## src/rtl/arb_pkg.sv

```systemverilog
// Shared constants, state encoding and helpers for the 8-way round-robin arbiter.
package arb_pkg;

  localparam int NUM_REQ = 8;
  localparam int IDX_W   = 3;

  typedef enum logic {
    IDLE  = 1'b0,
    GRANT = 1'b1
  } arb_state_t;

  // Binary requester index to one-hot vector.
  function automatic logic [NUM_REQ-1:0] idx_to_onehot(input logic [IDX_W-1:0] idx);
    logic [NUM_REQ-1:0] vec;
    vec      = '0;
    vec[idx] = 1'b1;
    return vec;
  endfunction

endpackage

```

## src/rtl/rot_prio_enc8.sv

```systemverilog
// Rotating priority encoder: finds the first set bit of cand scanning
// start, start+1, ... modulo 8. Purely combinational.
module rot_prio_enc8
  import arb_pkg::*;
(
  input  logic [NUM_REQ-1:0] cand,
  input  logic [IDX_W-1:0]   start,
  output logic [IDX_W-1:0]   idx,
  output logic               found
);

  // Candidate vector rotated so that bit 0 is the highest-priority position.
  logic [NUM_REQ-1:0] rot;
  logic [IDX_W-1:0]   offset;

  generate
    for (genvar gi = 0; gi < NUM_REQ; gi++) begin : g_rot
      // 3-bit addition wraps naturally, giving the modulo-8 scan order.
      assign rot[gi] = cand[start + IDX_W'(gi)];
    end
  endgenerate

  // Lowest set bit of the rotated vector; scanned downwards so the lowest wins.
  always_comb begin
    offset = '0;
    found  = 1'b0;
    for (int i = NUM_REQ - 1; i >= 0; i--) begin
      if (rot[i]) begin
        offset = IDX_W'(i);
        found  = 1'b1;
      end
    end
  end

  // Undo the rotation to get the absolute requester index.
  assign idx = start + offset;

endmodule

```

## src/rtl/rr_arbiter8.sv

```systemverilog
// Round-robin arbiter for one shared resource among 8 requesters, with a
// programmable hold limit and zero-gap hand-off between owners.
module rr_arbiter8
  import arb_pkg::*;
#(
  parameter int MAX_HOLD = 16
) (
  input  logic               clk,
  input  logic               reset,
  input  logic [NUM_REQ-1:0] req,
  output logic [NUM_REQ-1:0] gnt,
  output logic [IDX_W-1:0]   sel,
  output logic               busy
);

  localparam int                HOLD_W   = $clog2(MAX_HOLD) + 1;
  localparam logic [HOLD_W-1:0] HOLD_MAX = HOLD_W'(MAX_HOLD);
  localparam logic [HOLD_W-1:0] HOLD_ONE = HOLD_W'(1);

  arb_state_t         state_reg, state_next;
  logic [IDX_W-1:0]   ptr_reg,   ptr_next;
  logic [IDX_W-1:0]   owner_reg, owner_next;
  logic [HOLD_W-1:0]  hold_reg,  hold_next;
  logic [NUM_REQ-1:0] gnt_reg,   gnt_next;

  logic [NUM_REQ-1:0] owner_mask;
  logic [NUM_REQ-1:0] enc_cand;
  logic [IDX_W-1:0]   enc_start;
  logic [IDX_W-1:0]   enc_idx;
  logic               enc_found;
  logic [IDX_W-1:0]   owner_plus1;

  assign owner_mask  = idx_to_onehot(owner_reg);
  assign owner_plus1 = owner_reg + IDX_W'(1);

  // Single search serves every case: in GRANT the owner bit is masked, which
  // is a no-op on release (its request is already low) and excludes it on timeout.
  always_comb begin
    if (state_reg == IDLE) begin
      enc_cand  = req;
      enc_start = ptr_reg;
    end else begin
      enc_cand  = req & ~owner_mask;
      enc_start = owner_plus1;
    end
  end

  rot_prio_enc8 u_enc (
    .cand  (enc_cand),
    .start (enc_start),
    .idx   (enc_idx),
    .found (enc_found)
  );

  // Next-state logic: release beats timeout; timeout without contender keeps the owner.
  always_comb begin
    state_next = state_reg;
    ptr_next   = ptr_reg;
    owner_next = owner_reg;
    hold_next  = hold_reg;
    case (state_reg)
      IDLE: begin
        if (enc_found) begin
          state_next = GRANT;
          owner_next = enc_idx;
          hold_next  = HOLD_ONE;
        end
      end
      GRANT: begin
        if (!req[owner_reg]) begin
          ptr_next = owner_plus1;
          if (enc_found) begin
            owner_next = enc_idx;
            hold_next  = HOLD_ONE;
          end else begin
            state_next = IDLE;
            hold_next  = '0;
          end
        end else if (hold_reg == HOLD_MAX) begin
          hold_next = HOLD_ONE;
          if (enc_found) begin
            ptr_next   = owner_plus1;
            owner_next = enc_idx;
          end
        end else begin
          hold_next = hold_reg + HOLD_ONE;
        end
      end
      default: begin
        state_next = IDLE;
      end
    endcase
  end

  // Grant vector derived from the next owner so gnt and sel always agree.
  always_comb begin
    gnt_next = '0;
    if (state_next == GRANT) begin
      gnt_next = idx_to_onehot(owner_next);
    end
  end

  // State, pointer, counter and output registers with synchronous reset.
  always_ff @(posedge clk) begin
    if (reset) begin
      state_reg <= IDLE;
      ptr_reg   <= '0;
      owner_reg <= '0;
      hold_reg  <= '0;
      gnt_reg   <= '0;
    end else begin
      state_reg <= state_next;
      ptr_reg   <= ptr_next;
      owner_reg <= owner_next;
      hold_reg  <= hold_next;
      gnt_reg   <= gnt_next;
    end
  end

  // sel tracks the owner and simply holds its value while idle.
  assign gnt  = gnt_reg;
  assign sel  = owner_reg;
  assign busy = |gnt_reg;

endmodule

```

## config.mk

```make
export PLATFORM = sky130hd
export DESIGN_NAME = rr_arbiter8
export DESIGN_NICKNAME = d
export VERILOG_FILES = /design/src/rtl/arb_pkg.sv /design/src/rtl/rot_prio_enc8.sv /design/src/rtl/rr_arbiter8.sv
export SDC_FILE = /design/constraint.sdc
export NUM_CORES = 1
export LEC_CHECK = 0
export BUFFER_PORTS_ARGS = -buffer_cell sky130_fd_sc_hd__buf_2
export CELL_PAD_IN_SITES_DETAIL_PLACEMENT = 1
export CELL_PAD_IN_SITES_GLOBAL_PLACEMENT = 1
export CORE_ASPECT_RATIO = 1.1
export CORE_MARGIN = 2
export CORE_UTILIZATION = 48
export CTS_CLUSTER_DIAMETER = 40
export DETAILED_ROUTE_END_ITERATION = 10
export HOLD_SLACK_MARGIN = 0.06
export PLACE_DENSITY_LB_ADDON = 0.1
export SLEW_MARGIN = 20
export SYNTH_ARGS = -nofsm -noshare
export SYNTH_HDL_FRONTEND = slang
export SYNTH_SLANG_ARGS = --single-unit
```

## constraint.sdc

```tcl
create_clock -name clk -period 6.44 [get_ports clk]
set_input_delay 0.322 -clock clk [delete_from_list [all_inputs] [get_ports clk]]
set_output_delay 0.322 -clock clk [all_outputs]
set_load 0.05 [all_outputs]
```

# Yosys cells after proc, flatten, opt, wreduce, memory -nomap -nowiden
# Index checks and enable logic that the tools add are counted.
# op_classes
n_eq_ne	4
addsub	10
n_bitwise	4
n_mux	55
n_reduce_logical	5
magnitude_cmp	12
# ops
cell	n
3-bit 2-to-1 mux	15
3-bit by 4-bit less-than comparator with 1-bit output, second input constant	10
1-bit binary-select mux with 3-bit select	9
1-bit 2-to-1 mux	22
5-bit 2-to-1 mux	3
3-bit adder, second input constant	4
5-bit case mux with 2 select lines	1
8-bit bitwise AND	1
8-bit 2-to-1 mux	1
8-bit inverter	1
8-bit OR reduction	1
3-bit by 1-bit adder with 3-bit output, second input constant	2
3-bit by 2-bit adder with 3-bit output, second input constant	2
1-bit demux with 3-bit select	2
3-bit by 1-bit greater-or-equal comparator with 1-bit output, second input constant	2
3-bit case mux with 2 select lines	1
5-bit by 1-bit adder with 5-bit output, second input constant	1
5-bit equality test, second input constant	1
2-bit inequality test, second input constant	2
3-bit adder	1
3-bit AND reduction	1
1-bit logical AND	2
2-bit by 1-bit inequality test with 1-bit output, second input constant	1
1-bit inverter	2
other kinds (2)	2
# word_totals
output_inout_bits	12
input_bits	10
regBits	20
word_cells	95

# Logic depth before layout (Yosys ltp)
# depth
depth_word	26
mapped_depth	18
ltp_nobuf	16

# Cells and area by module
# From an unflattened synthesis, not the netlist that was laid out.
# unflattened
hier_cells	215
hier_area_um2	1923.1
# by_module_without_submodules
mod	seq_area_each_um2	area_per_inst_um2	cells_each	n_inst
rr_arbiter8	400.4	1208.7	140	1
rot_prio_enc8	0.0	714.4	75	1

# Worst setup path before layout
# Ideal clock, no wire load.
# synth_path
kind	register to register
from	register owner_reg[1] (netlist: sel[1])
to	register gnt_reg[3] (netlist: gnt[3])
setup_time_ns	0.087
arrival_time_ns	4.682
path_stages_with_launch	16
path_buffers	1
synth_period_minus_slack_ns	4.770
setup_slack_ns	1.670
required_ns	6.353
path_cell_list	dfxtp_1 -> ha_1 -> mux2_2 -> ha_1 -> clkbuf_1 -> nand2b_1 -> a21oi_1 -> o31ai_1 -> a211oi_1 -> nor4_2 -> a31oi_1 -> fa_1 -> xnor2_1 -> a2111oi_0 -> o21ai_0 -> a211oi_1
# synth_via
elab_cells_between_ends	66
classes_between	add/sub: 9; order compare: 4; mux: 47; bitwise: 3; reduce/logical: 3
# synth_rtl
item	line_no	rtl
from (decl)	rr_arbiter8.sv:22	logic [IDX_W-1:0] owner_reg, owner_next;
from (signal assigned)	rr_arbiter8.sv:114	owner_reg <= owner_next;
3-bit by 1-bit adder with 3-bit output (*)	rr_arbiter8.sv:34	assign owner_plus1 = owner_reg + IDX_W'(1);
via owner_plus1[1]	rr_arbiter8.sv:31	logic [IDX_W-1:0] owner_plus1;
3-bit 2-to-1 mux (*)	rr_arbiter8.sv:39	if (state_reg == IDLE) begin
3-bit adder	rot_prio_enc8.sv:19	assign rot[gi] = cand[start + IDX_W'(gi)];
1-bit binary-select mux with 3-bit select	rot_prio_enc8.sv:19	
1-bit 2-to-1 mux (implied by the code)	rot_prio_enc8.sv:19	
3-bit 2-to-1 mux (8 in a row)	rot_prio_enc8.sv:28	if (rot[i]) begin
3-bit adder	rot_prio_enc8.sv:36	assign idx = start + offset;
3-bit 2-to-1 mux	rr_arbiter8.sv:63, rr_arbiter8.sv:72, rr_arbiter8.sv:81	
3-bit 2-to-1 mux	rr_arbiter8.sv:79	end else if (hold_reg == HOLD_MAX) begin
3-bit 2-to-1 mux	rr_arbiter8.sv:70	if (!req[owner_reg]) begin
3-bit case mux with 2 select lines	rr_arbiter8.sv:61	case (state_reg)
3-bit by 4-bit less-than comparator with 1-bit output (implied by the code) / 3-bit by 1-bit greater-or-equal comparator with 1-bit output (equally long branches)	arb_pkg.sv:16	vec[idx] = 1'b1;
1-bit logical AND (implied by the code)	arb_pkg.sv:16	
1-bit 2-to-1 mux (implied by the code)	arb_pkg.sv:16	
1-bit demux with 3-bit select	arb_pkg.sv:16	
to (signal assigned)	rr_arbiter8.sv:116	gnt_reg <= gnt_next;
to (decl)	rr_arbiter8.sv:24	logic [NUM_REQ-1:0] gnt_reg, gnt_next;
# The timed path passes the listed nets; every way through them passes the cells marked *. The select of a mux whose other input is x is not followed.
# A chain may end at the register's enable or synchronous reset.

# Worst setup path after layout
# layout_path
from	register owner_reg[0] (netlist: sel[0])
to	register gnt_reg[1] (netlist: gnt[1])
# The elaborated chain is that of the path after synthesis.

==> run_results.csv <==
group,metric,value,unit
clock_network,clkSinkCount,20,
sta,max_freq,0.185,GHz
synthesis,synth_enable_flop_cells,0,
cells_and_area,fin_util,54.0,%
sta,rsz0062_at_grt,"no",
cells_and_area,diodes,0,
sta,worstMarginPinSlew,0.821,ns
routing,vias,1907,
min_path,worstHoldStart,"reset",
synthesis,syn-instance-count,221,
placed_design,place.gp.congestion,0.869,
global_routing,globalRouteTotalUtil,27.8,%
clock_network,cts.clk_slew.worst_paths,0.07,ns
floorplanning,start_util,49.1,%
power_and_ir_drop,pwr_density_cell,548,mW/mm2
run,maxCapViolCount,0,
global_routing,grt_max_degree,22,
global_routing,grt_pass1_vias,2059,
synthesis,ys_types,61,
sta,hold_viol_final,0,
critical_path,crit_fanout,14,
synthesis,syn-num-nets,238,
routing,first_pass_iters,4,
floorplanning,fp.coreArea,0.00390,mm2
sta,post-route-period-util,84.0,%
critical_path,slowest_delay,0.72,ns
clock_network,htreeDepth,1,
routing,drcViolationCount,0,
global_routing,grt_pass1_wl,9880,um
critical_path,r2r-start,"sel[0]$_SDFF_PP0_",
floorplanning,num_rows,24,
routing,wl,5960,um
critical_path,arrival,5.58,ns
critical_path,crit_required,6.62,ns
global_routing,antenna_found_initial,0,
critical_path,start_kind,"flip-flop",
critical_path,slowest_stage,"nor4_2",
cells_and_area,drive_gt1_share,23.5,%
critical_path,crit_type,"flip-flop to flip-flop",
synthesis,syn_area,0.00192,mm2
sta,setup_viol_count_final,0,
placed_design,dp_hpwl,4640,um
cells_and_area,design_area,0.00211,mm2
sta,slew_violations,0,
sta,tns,0,ns
sta,slew_headroom,44.8,%
clock_network,cts_setup_buffers,0,
power_and_ir_drop,power.leakage,0.843,nW
floorplanning,die_area,0.00452,mm2
cells_and_area,final_nets,256,
min_path,hold_path.class,"primary input to flip-flop",
min_path,min_path_cells,2,
synthesis,synth_seq_cells,20,
synthesis,synth_ff_type,"dfxtp_1",
synthesis,synth-seq-area-share,20.9,%
placed_design,placed_area,0.00204,mm2
clock_network,holdBufCountCts,0,
cells_and_area,area_delta_synth_final,9.92,%
clock_network,cts_root_buf,"clkbuf_8",
placed_design,portBuffers,21,
cells_and_area,nFillCells,503,
routing,final_antenna_net_count,0,
routing,wl_per_cell,20.5,um
clock_network,ctsResizeCount,0,
run_status,status,"complete, no violations",
routing,drt-initial-drc-count,94,
sta,final.min_clock_period,5.41,ns
synthesis,syn_area_per_cell,8.68,um2
floorplanning,pin_count,22,
floorplanning,fp.dieH,70.3,um
clock_network,cts_tree,"done",
critical_path,cp_cell_sequence,"ha_1 -> mux2_2 -> ha_1 -> nand2b_1 -> a21oi_1 -> nor3_2 -> a211oi_1 -> nor4_2 -> a31oi_1 -> fa_1 -> xnor2_1 -> a2111oi_0 -> o21ai_0 -> a211oi_1",
sta,skew,0.00468,ns
critical_path,endpoint_kind,"flip-flop",
routing,avgViaCountPerCell,6.58,
clock_network,cts_buffers,3,
clock_network,clk-insertion-delay-late,0.26,ns
global_routing,overflow,0,
synthesis,async_flop_share,0,%
critical_path,ff2ff_path_depth,14,
clock_network,ctsLongestPathBuffers,2,
power_and_ir_drop,ir_worst_vdd,320,uV
cells_and_area,largest_register_ffs,8,
critical_path,startpoint,"sel[0]$_SDFF_PP0_",
floorplanning,die_w,64.3,um
synthesis,yosysWarnings,0,
## through the flow
stage	power (W)	hold WS, ns	setup slack [ns]	cells
after floorplan	0.000838	0.426	1.67	221
after global placement	0.000975	0.446	1.59	286
after detailed placement	0.00102	0.460	1.10	286
after CTS	0.00115	0.392	1.07	290
after global routing	0.00123	0.411	0.582	290
final	0.00115	0.393	1.03	290
## critical path: cells and delay by family (launching register included)
family | cells | cell delay (ns)
AOI/OAI and AO/OA | 6 | 1.55
adders and majority gates | 3 | 1.28
and+or+nand+nor | 3 | 1.28
DFF | 1 | 0.68
muxes | 1 | 0.37
xor gates and xnor gates | 1 | 0.17
## cells by family (layout without fill, tap and decap cells)
family                   count (synthesis)  after routing  share of synthesized area (%)
AO/OA/AOI/OAI                           74             74                           29.0
AND/OR/NAND/NOR                         76             76                           21.8
buffers and inverters                   17             34                           4.44
adder cells (fa/ha/maj)                  7              7                           4.96
flip-flops                              20             20                           20.9
multiplexers                            22             22                           15.9
XOR/XNOR                                 5              5                           3.07
## power breakdown
part	switching, W	total, W	internal (W)	leakage [nW]
combinational	0.000545	0.000832	0.000287	0.644
sequential	0.0000425	0.000197	0.000155	0.164
clock	0.0000417	0.000125	0.0000830	0.0357
## routing by layer
layer / wire (um) / vias to the layer above / GRT usage [%]
li1: - / 908 / -
met1: 2380 / 939 / 31.3
met2: 3250 / 49 / 51.6
met3: 180 / 11 / 2.58
met4: 143 / 0 / 13.0
met5: 0 / - / 0
## synthesized netlist by cell type, types with 2 or more instances
cell	instances	area, um2
ha_1	6	75.1
dfxtp_1	20	400
nor2_1	10	37.5
o22ai_1	2	12.5
xnor2_2	2	32.5
nand3_1	14	70.1
o21ai_0	6	30.0
o211ai_1	2	15.0
mux2_2	9	101
a2bb2oi_1	2	17.5
o2111ai_1	2	17.5
a2111oi_1	2	20.0
buf_2	2	10.0
or2_2	3	18.8
nand2_1	18	67.6
o21a_1	3	22.5
o21ai_1	2	10.0
and3_1	3	18.8
a221oi_1	2	17.5
nor4_1	6	37.5
a41oi_1	2	17.5
mux2i_1	6	60.1
nand2b_1	6	37.5
mux4_2	4	90.1
o31ai_1	4	30.0
nor3_1	5	25.0
o41ai_1	2	17.5
o21bai_1	3	22.5
buf_4	3	22.5
a311oi_1	2	17.5
clkbuf_1	2	7.51
xnor2_1	3	26.3
a21oi_1	17	85.1
o211a_1	3	30.0
nor3_2	2	20.0
inv_1	8	30.0
nor4_2	3	37.5
a211oi_1	7	52.6
## final timing paths
check             slack, ns                 endpoint
hold / removal         0.39        sel[0]$_SDFF_PP0_
hold reg to reg        0.47  ptr_reg[1]$_SDFFE_PP0P_
setup / recovery       1.03        gnt[1]$_SDFF_PP0_
setup reg to reg       1.03        gnt[1]$_SDFF_PP0_
## placed cells by master (no fill, tap or decap), types with 3 or more instances in the layout
cell / instances
buf_2: 21
dfxtp_1: 20
nand2_1: 18
a21oi_1: 17
nand3_1: 14
nor2_1: 10
mux2_2: 9
inv_1: 8
a211oi_1: 7
nand2b_1: 6
mux2i_1: 6
o21ai_0: 6
nor4_1: 6
ha_1: 6
nor3_1: 5
mux4_2: 4
o31ai_1: 4
or2_2: 3
xnor2_1: 3
o21bai_1: 3
and3_1: 3
o211a_1: 3
nor4_2: 3
o21a_1: 3
clkbuf_8: 3
## layout make-up
type / count / area [um2] / share of cell area, %
repair buffers: 21 / 105 / 4.99
clock buffers: 3 / 41.3 / 1.96
clock inverters: 1 / 30.0 / 1.42
well taps: 52 / 65.1 / 3.09
flip-flops and latches: 20 / 400 / 19.0
inverters: 9 / 33.8 / 1.60
multi-input cells: 184 / 1430 / 68.0
(Power assumes the default switching activity.)
